===== src/rtl/mem_port_arbiter.sv =====
// mem_port_arbiter
//   Shares one synchronous-read memory port between an instruction-fetch
//   requester and a data (load/store) requester.
//
//   Arbitration
//   - Grants are combinational and at most one is high per cycle.
//   - Data wins by default.
//   - Fetch wins once it has been denied StarveLimit cycles in a row.
//
//   Timing
//   - Read data returns one cycle after the grant.
//   - Stores complete in their grant cycle.
//
//   Ports
//   clk, reset                  clock, synchronous active-high reset
//   if_req/if_addr              fetch request and address
//   if_gnt/if_rvalid/if_rdata   fetch grant and read return
//   d_req/d_we/d_addr/d_wdata/d_func3   data request and payload
//   d_gnt/d_rvalid/d_rdata      data grant and load return
//   mem_addr/mem_we/mem_wdata/mem_func3/mem_rdata   shared memory port
//   stall                       some pending request was not granted this cycle

module mem_port_arbiter #(
    parameter int unsigned DataWidth   = 32,
    parameter int unsigned AddrWidth   = 32,
    parameter int unsigned StarveLimit = 3
) (
    input  logic                 clk,
    input  logic                 reset,

    input  logic                 if_req,
    input  logic [AddrWidth-1:0] if_addr,
    output logic                 if_gnt,
    output logic                 if_rvalid,
    output logic [DataWidth-1:0] if_rdata,

    input  logic                 d_req,
    input  logic                 d_we,
    input  logic [AddrWidth-1:0] d_addr,
    input  logic [DataWidth-1:0] d_wdata,
    input  logic [2:0]           d_func3,
    output logic                 d_gnt,
    output logic                 d_rvalid,
    output logic [DataWidth-1:0] d_rdata,

    output logic [AddrWidth-1:0] mem_addr,
    output logic                 mem_we,
    output logic [DataWidth-1:0] mem_wdata,
    output logic [2:0]           mem_func3,
    input  logic [DataWidth-1:0] mem_rdata,

    output logic                 stall
);

    localparam int unsigned CntWidth = (StarveLimit < 1) ? 1 : $clog2(StarveLimit + 1);
    localparam logic [CntWidth-1:0] StarveMax = CntWidth'(StarveLimit);

    // Owner of the read that returns next cycle.
    localparam logic [1:0] OwnNone = 2'd0;
    localparam logic [1:0] OwnIf   = 2'd1;
    localparam logic [1:0] OwnD    = 2'd2;

    // Fetches are always full-word reads.
    localparam logic [2:0] FetchFunc3 = 3'b010;

    logic [CntWidth-1:0]  starve_q, starve_d;
    logic [1:0]           owner_q, owner_d;
    logic [DataWidth-1:0] if_rdata_q;
    logic [DataWidth-1:0] d_rdata_q;
    logic                 fetch_priority;

    // Grant decision
    always_comb begin
        fetch_priority = if_req && (starve_q == StarveMax);
        if_gnt = 1'b0;
        d_gnt  = 1'b0;
        if (!reset) begin
            d_gnt  = d_req && !fetch_priority;
            if_gnt = if_req && !d_gnt;
        end
    end

    // Memory port mux: idle port drives all zeros.
    always_comb begin
        mem_addr  = '0;
        mem_we    = 1'b0;
        mem_wdata = '0;
        mem_func3 = 3'b000;
        if (if_gnt) begin
            mem_addr  = if_addr;
            mem_func3 = FetchFunc3;
        end else if (d_gnt) begin
            mem_addr  = d_addr;
            mem_we    = d_we;
            mem_wdata = d_wdata;
            mem_func3 = d_func3;
        end
    end

    assign stall = !reset && ((if_req && !if_gnt) || (d_req && !d_gnt));

    // Next-state logic
    always_comb begin
        starve_d = '0;
        if (if_req && !if_gnt) begin
            starve_d = (starve_q == StarveMax) ? starve_q : starve_q + CntWidth'(1);
        end

        owner_d = OwnNone;
        if (if_gnt) begin
            owner_d = OwnIf;
        end else if (d_gnt && !d_we) begin
            owner_d = OwnD;
        end
    end

    // Read return. Gating with reset ensures a read granted just before
    // reset never signals valid.
    assign if_rvalid = !reset && (owner_q == OwnIf);
    assign d_rvalid  = !reset && (owner_q == OwnD);

    // Returned data passes straight through in the valid cycle and is held
    // in a register otherwise.
    assign if_rdata = reset ? '0 : (if_rvalid ? mem_rdata : if_rdata_q);
    assign d_rdata  = reset ? '0 : (d_rvalid  ? mem_rdata : d_rdata_q);

    always_ff @(posedge clk) begin
        if (reset) begin
            starve_q   <= '0;
            owner_q    <= OwnNone;
            if_rdata_q <= '0;
            d_rdata_q  <= '0;
        end else begin
            starve_q <= starve_d;
            owner_q  <= owner_d;
            if (if_rvalid) begin
                if_rdata_q <= mem_rdata;
            end
            if (d_rvalid) begin
                d_rdata_q <= mem_rdata;
            end
        end
    end

endmodule


===== config.mk =====
export PLATFORM = sky130hd
export DESIGN_NAME = mem_port_arbiter
export DESIGN_NICKNAME = d
export VERILOG_FILES = /design/src/rtl/mem_port_arbiter.sv
export SDC_FILE = /design/constraint.sdc
export NUM_CORES = 1
export LEC_CHECK = 0
export ABC_AREA = 1
export ABC_CLOCK_PERIOD_IN_PS = 1200
export CORE_AREA = 4 4 128 106
export DETAILED_ROUTE_END_ITERATION = 12
export DIE_AREA = 0 0 132 110
export GPL_TIMING_DRIVEN = 0
export HOLD_SLACK_MARGIN = 0.03
export PLACE_DENSITY_LB_ADDON = 0.12
export SLEW_MARGIN = 25
export SYNTH_ARGS = -nofsm -noshare
export SYNTH_HDL_FRONTEND = slang
export SYNTH_SLANG_ARGS = --single-unit

===== constraint.sdc =====
create_clock -name clk -period 1.2 [get_ports clk]
set_input_delay 0.24 -clock clk [delete_from_list [all_inputs] [get_ports clk]]
set_output_delay 0.24 -clock clk [all_outputs]
set_load 0.05 [all_outputs]

==> Word-level counts from Yosys, hierarchy flattened <==
Cells that the tools add are included.
W data, S select, Z words.
{ "word_totals": {"ramBits": 0, "in_bits": 136, "word_cells": 44, "ff_bits": 68, "latch_bits": 0, "out_inout_bits": 137, "mem_bits_ro": 0, "memories": 0} }
{ "op_classes": {"eq_ne": 3, "n_div": 0, "n_mux": 16, "n_lt_le_gt_ge": 0, "addsub": 1, "n_reduce_logical": 18, "n_bitwise": 1, "shift": 0, "multipliers": 0} }
{ "ops": {"columns": ["cell", "n"], "rows": [
  ["$mux W32", 8],
  ["$logic_and A1 B1 Y1", 9],
  ["$logic_not A1 Y1", 6],
  ["$mux W3", 2],
  ["$mux W1", 5],
  ["$eq A2 B2 Y1 const B", 2],
  ["$reduce_or A2 Y1", 2],
  ["$add A2 B1 Y2 const B", 1],
  ["$eq A2 B1 Y1 const B", 1],
  ["$mux W2", 1],
  ["$logic_or A1 B1 Y1", 1],
  ["$not A1 Y1", 1]
]} }

==> Depth between registers and ports, before layout <==
{ "depth": {"ltp_word": 11, "mapped_depth": 7, "ltp_nobuf": 5} }

==> Worst setup path before layout <==
No wires, ideal clock.
{ "synth_path": {"path_kind": "flip-flop to output port", "start": "register starve_q[0]", "end": "output mem_wdata[14]", "setup_slack_ns": -0.674, "arrival_ns": 1.634, "path_buffers": 1, "path_stages_with_launch": 6, "required_ns": 0.960, "path_cell_list": "dfxtp_1 > ha_1 > nand2_4 > nand3_4 > buf_4 > nor2_1"} }
{ "synth_via": {"elab_chain_cells": 8, "elab_cells_between_ends": 10, "cone_classes": "eq/ne (1); mux (4); reduce/logical (5)"} }
{ "synth_rtl": {"columns": ["item", "line_no", "text"], "rows": [
  ["start: declaration", "66", "logic [CntWidth-1:0] starve_q, starve_d;"],
  ["start signal: assignment", "134", "starve_q <= starve_d;"],
  ["$eq A2 B2 Y1 (*)", "74", "fetch_priority = if_req && (starve_q == StarveMax);"],
  ["$logic_and A1 B1 Y1 (*)", "74", null],
  ["$logic_not A1 Y1 (*)", "78", "d_gnt = d_req && !fetch_priority;"],
  ["$logic_and A1 B1 Y1 (*)", "78", null],
  ["$logic_not A1 Y1", "79", "if_gnt = if_req && !d_gnt;"],
  ["$logic_and A1 B1 Y1", "79", null],
  ["$mux W1", "77", "if (!reset) begin"],
  ["$mux W32 (*)", "89", "if (if_gnt) begin"],
  ["end: declaration", "48", "output logic [DataWidth-1:0] mem_wdata,"]
]} }
Mark *: on every way between the ends. The rest lies on a longest branch, timed or not.

==> Final worst setup path <==
{ "layout_path": {"start": "register starve_q[1]", "end": "output mem_addr[7]"} }
{ "layout_via": {"elab_chain_cells": 8, "elab_cells_between_ends": 10, "cone_classes": "eq/ne (1); mux (4); reduce/logical (5)"} }
{ "layout_rtl": {"columns": ["item", "line_no", "text"], "rows": [
  ["$eq A2 B2 Y1 (*)", "74", null],
  ["$logic_and A1 B1 Y1 (*)", "74", null],
  ["$logic_not A1 Y1 (*)", "78", null],
  ["$logic_and A1 B1 Y1 (*)", "78", null],
  ["$logic_not A1 Y1", "79", null],
  ["$logic_and A1 B1 Y1", "79", null],
  ["$mux W1", "77", null],
  ["$mux W32 (*)", "89", null],
  ["end: declaration", "46", "output logic [AddrWidth-1:0] mem_addr,"]
]} }
Marks and branches as above.

==> out/metrics.yaml <==
clk_latency_ns: 0.33
antenna_cells: 0
cts_buffer_depth: 2
slowest_delay_ns: 0.34
h-tree-depth: 3
holdWs_ns: 0.350
pwr-share-comb_pct: 43.0
worstPathCellList: "ha_4 -> nand2_8 -> buf_12 -> clkbuf_16 -> nand4_1 -> nand2_4 -> buf_8"
skew_ns: 0.00501
cts.sinks: 68
power_density_nw_per_um2: 830
io_pins: 273
power_mw: 9.17
cp_max_fo: 7
fmax_ghz: 0.526
portBuffers: 271
cpMaxStageDelayCell: "dfxtp_2"
netlist_area_um2: 3720
p_leak_nw: 4.86
p_sw_mw: 3.35
clk_pin_slew_ns: 0.06
p_clk_share_pct: 30.7
period_share_pct: 158
ys.flop_type: "dfxtp_1"
cp_top_family: "buffers and inverters"
violations: "negative setup slack"
fp.dieW_um: 132
core_area_um2: 12100
route.detailed.drc: 0
finalSetupViolCount: 159
crit_type: "register to output port"
ant_nets: 0
via_per_inst: 5.06
ir_drop_mv: 0.718
cp.required_ns: 0.96
track_usage_pct: 25.4
grt_max_degree: 13
numCtsBuffers: 9
startpoint_type: "register"
hold_viol_final: 0
setup_tns_ns: -85.53
hpwl_um: 13800
synthDistinctLibCells: 16
cp_num_buf_inv: 3
setup_ws_ns: -0.700
cp-end-kind: "output port"
die_h_um: 110
seq_power_share_pct: 26.3
drive_gt1_share_pct: 61.5
synth-edff-count: 0
rsz0062_at_grt: "yes"
internal_power_mw: 5.82
yosysSeqAreaShare_pct: 36.5
start_util_pct: 30.7
wl_um: 24300
grt_first_pass_wirelength_um: 29200
final.min_clock_period_ns: 1.90
utilization_pct: 91.2
drv_slew: 0
outcome: "finished with violations"
rows: 36
async_reset_ff_share_pct: 0
wire_per_inst_um: 21.5
cap_violations: 0
grt_pass1_vias: 5468
place.gp.congestion: 0.904
relSlewSlack_pct: 66.3
gr-total-overflow: 0
dieArea_um2: 14500
antenna_found_initial: 0
tritoncts: "yes"
syn_inst: 627
switching_share_pct: 36.5
final_nets: 1110
via_count: 5720
syn_nets: 764
hp-class: "input port to register"
root_buffer: "clkbuf_16"
syn_avg_cell_area_um2: 5.94
synthToLayoutAreaGrowth_pct: 197
tightest_slew_ns: 0.506
drt-pass1-iter-count: 5
drt_iter0_markers: 287
synth_warnings: 0
synth-seq-cells: 68
crit_arrival_ns: 1.66
-- placed cells by master, fill, tap and decap left out, drive strengths merged --
cell type / count
and3: 1
buf: 228
bufinv: 1
clkbuf: 25
clkdlybuf4s50: 132
clkinv: 1
clkinvlp: 4
dfxtp: 68
ha: 1
inv: 108
nand2: 168
nand3: 35
nand4: 33
nor2: 173
-- per-layer routing --
metal / vias up / global-route usage, % / part of all wire (%)
met4: 0 / 9.90 / 5.2
met1: 2804 / 27.0 / 33
li1: 2570 / - / -
met5: - / 0 / 0
met3: 82 / 6.94 / 6.1
met2: 264 / 48.5 / 56
-- state kept, by name, summed over array words and instances (netlist names) --
| signal | count |
|---|---|
| d_rdata_q | 32 |
| if_rdata_q | 32 |
| owner_q | 2 |
| starve_q | 2 |
-- area by class of cell --
| cell class | instances | area, um2 |
|---|---|---|
| repair buffers | 337 | 4250 |
| clock buffers | 11 | 253 |
| flip-flops and latches | 68 | 1370 |
| plain buffers | 37 | 487 |
| multi-input cells | 411 | 4020 |
| fillers | 463 | 1070 |
| clock inverters | 5 | 58.8 |
| well taps | 152 | 190 |
| inverters | 109 | 424 |
-- synthesized netlist by cell type (2+ instances only) --
master    instances  share of area, %
buf_2            21               2.8
buf_4            12               2.4
buf_6             3              0.91
clkbuf_1          4              0.40
dfxtp_1          68                37
inv_1           108                11
nand2_1         166                17
nand2_4           2              0.60
nand3_1          33               4.4
nand4_1          33               5.5
nor2_1          172                17
-- worst reg2reg max path, cell delays in order (launching register included) --
cell       delay [ns]
dfxtp_2          0.36
inv_2            0.05
nand2_4          0.11
buf_12           0.18
clkbuf_16        0.19
nand2_4          0.07
nand2_4          0.06
nor2_4           0.04
buf_6            0.12
buf_6            0.10
-- what timing repair did --
| action | CTS | global route |
|---|---|---|
| pin swaps | 24 | 63 |
| hold buffers | 0 | 0 |
| gates resized for setup | 1142 | 251 |
| setup buffers | 26 | 25 |
| endpoints found under the setup margin | 204 | 152 |
| cloned | 9 | 11 |
-- power by group through the flow --
stage,Sequential (mW),Clock [mW],Combinational (mW)
floorplan,2.44,0,1.76
global placement,2.45,0,2.81
detailed placement,2.45,0,2.85
CTS,2.40,2.77,3.37
global route,2.42,2.93,4.08
finish,2.41,2.81,3.95
-- per-stage QoR --
stage	worst slack, ns	instances	area, um2
after CTS	-0.652	1100	9710
after global routing	-0.755	1130	11000
after global placement	-1.57	1050	8090
after floorplan	-0.316	627	5190
after detailed placement	-1.60	1050	8090
final	-0.700	1130	11000
-- worst paths after layout --
kind                            startpoint                  endpoint  slack, ns  depth (start not counted)
setup / recovery  starve_q[1]$_SDFFE_PP0P_               mem_addr[7]      -0.70                          7
hold / removal                       d_req  starve_q[0]$_SDFFE_PP0P_       0.35                          3
setup reg to reg     owner_q[0]$_SDFF_PP0_     d_rdata_q[16]$_DFF_P_      -0.18                          9
hold reg to reg     if_rdata_q[24]$_DFF_P_    if_rdata_q[24]$_DFF_P_       0.55                          4
-- cells by family (layout without fill, tap and decap cells) --
kind of cell  count (synthesis)  after routing  share of synthesized area, %
fa+ha+maj                     1              1                         0.336
flops                        68             68                          36.5
buf+inv                     149            499                          17.5
simple gates                409            410                          45.6
(Power assumes the default switching activity.)
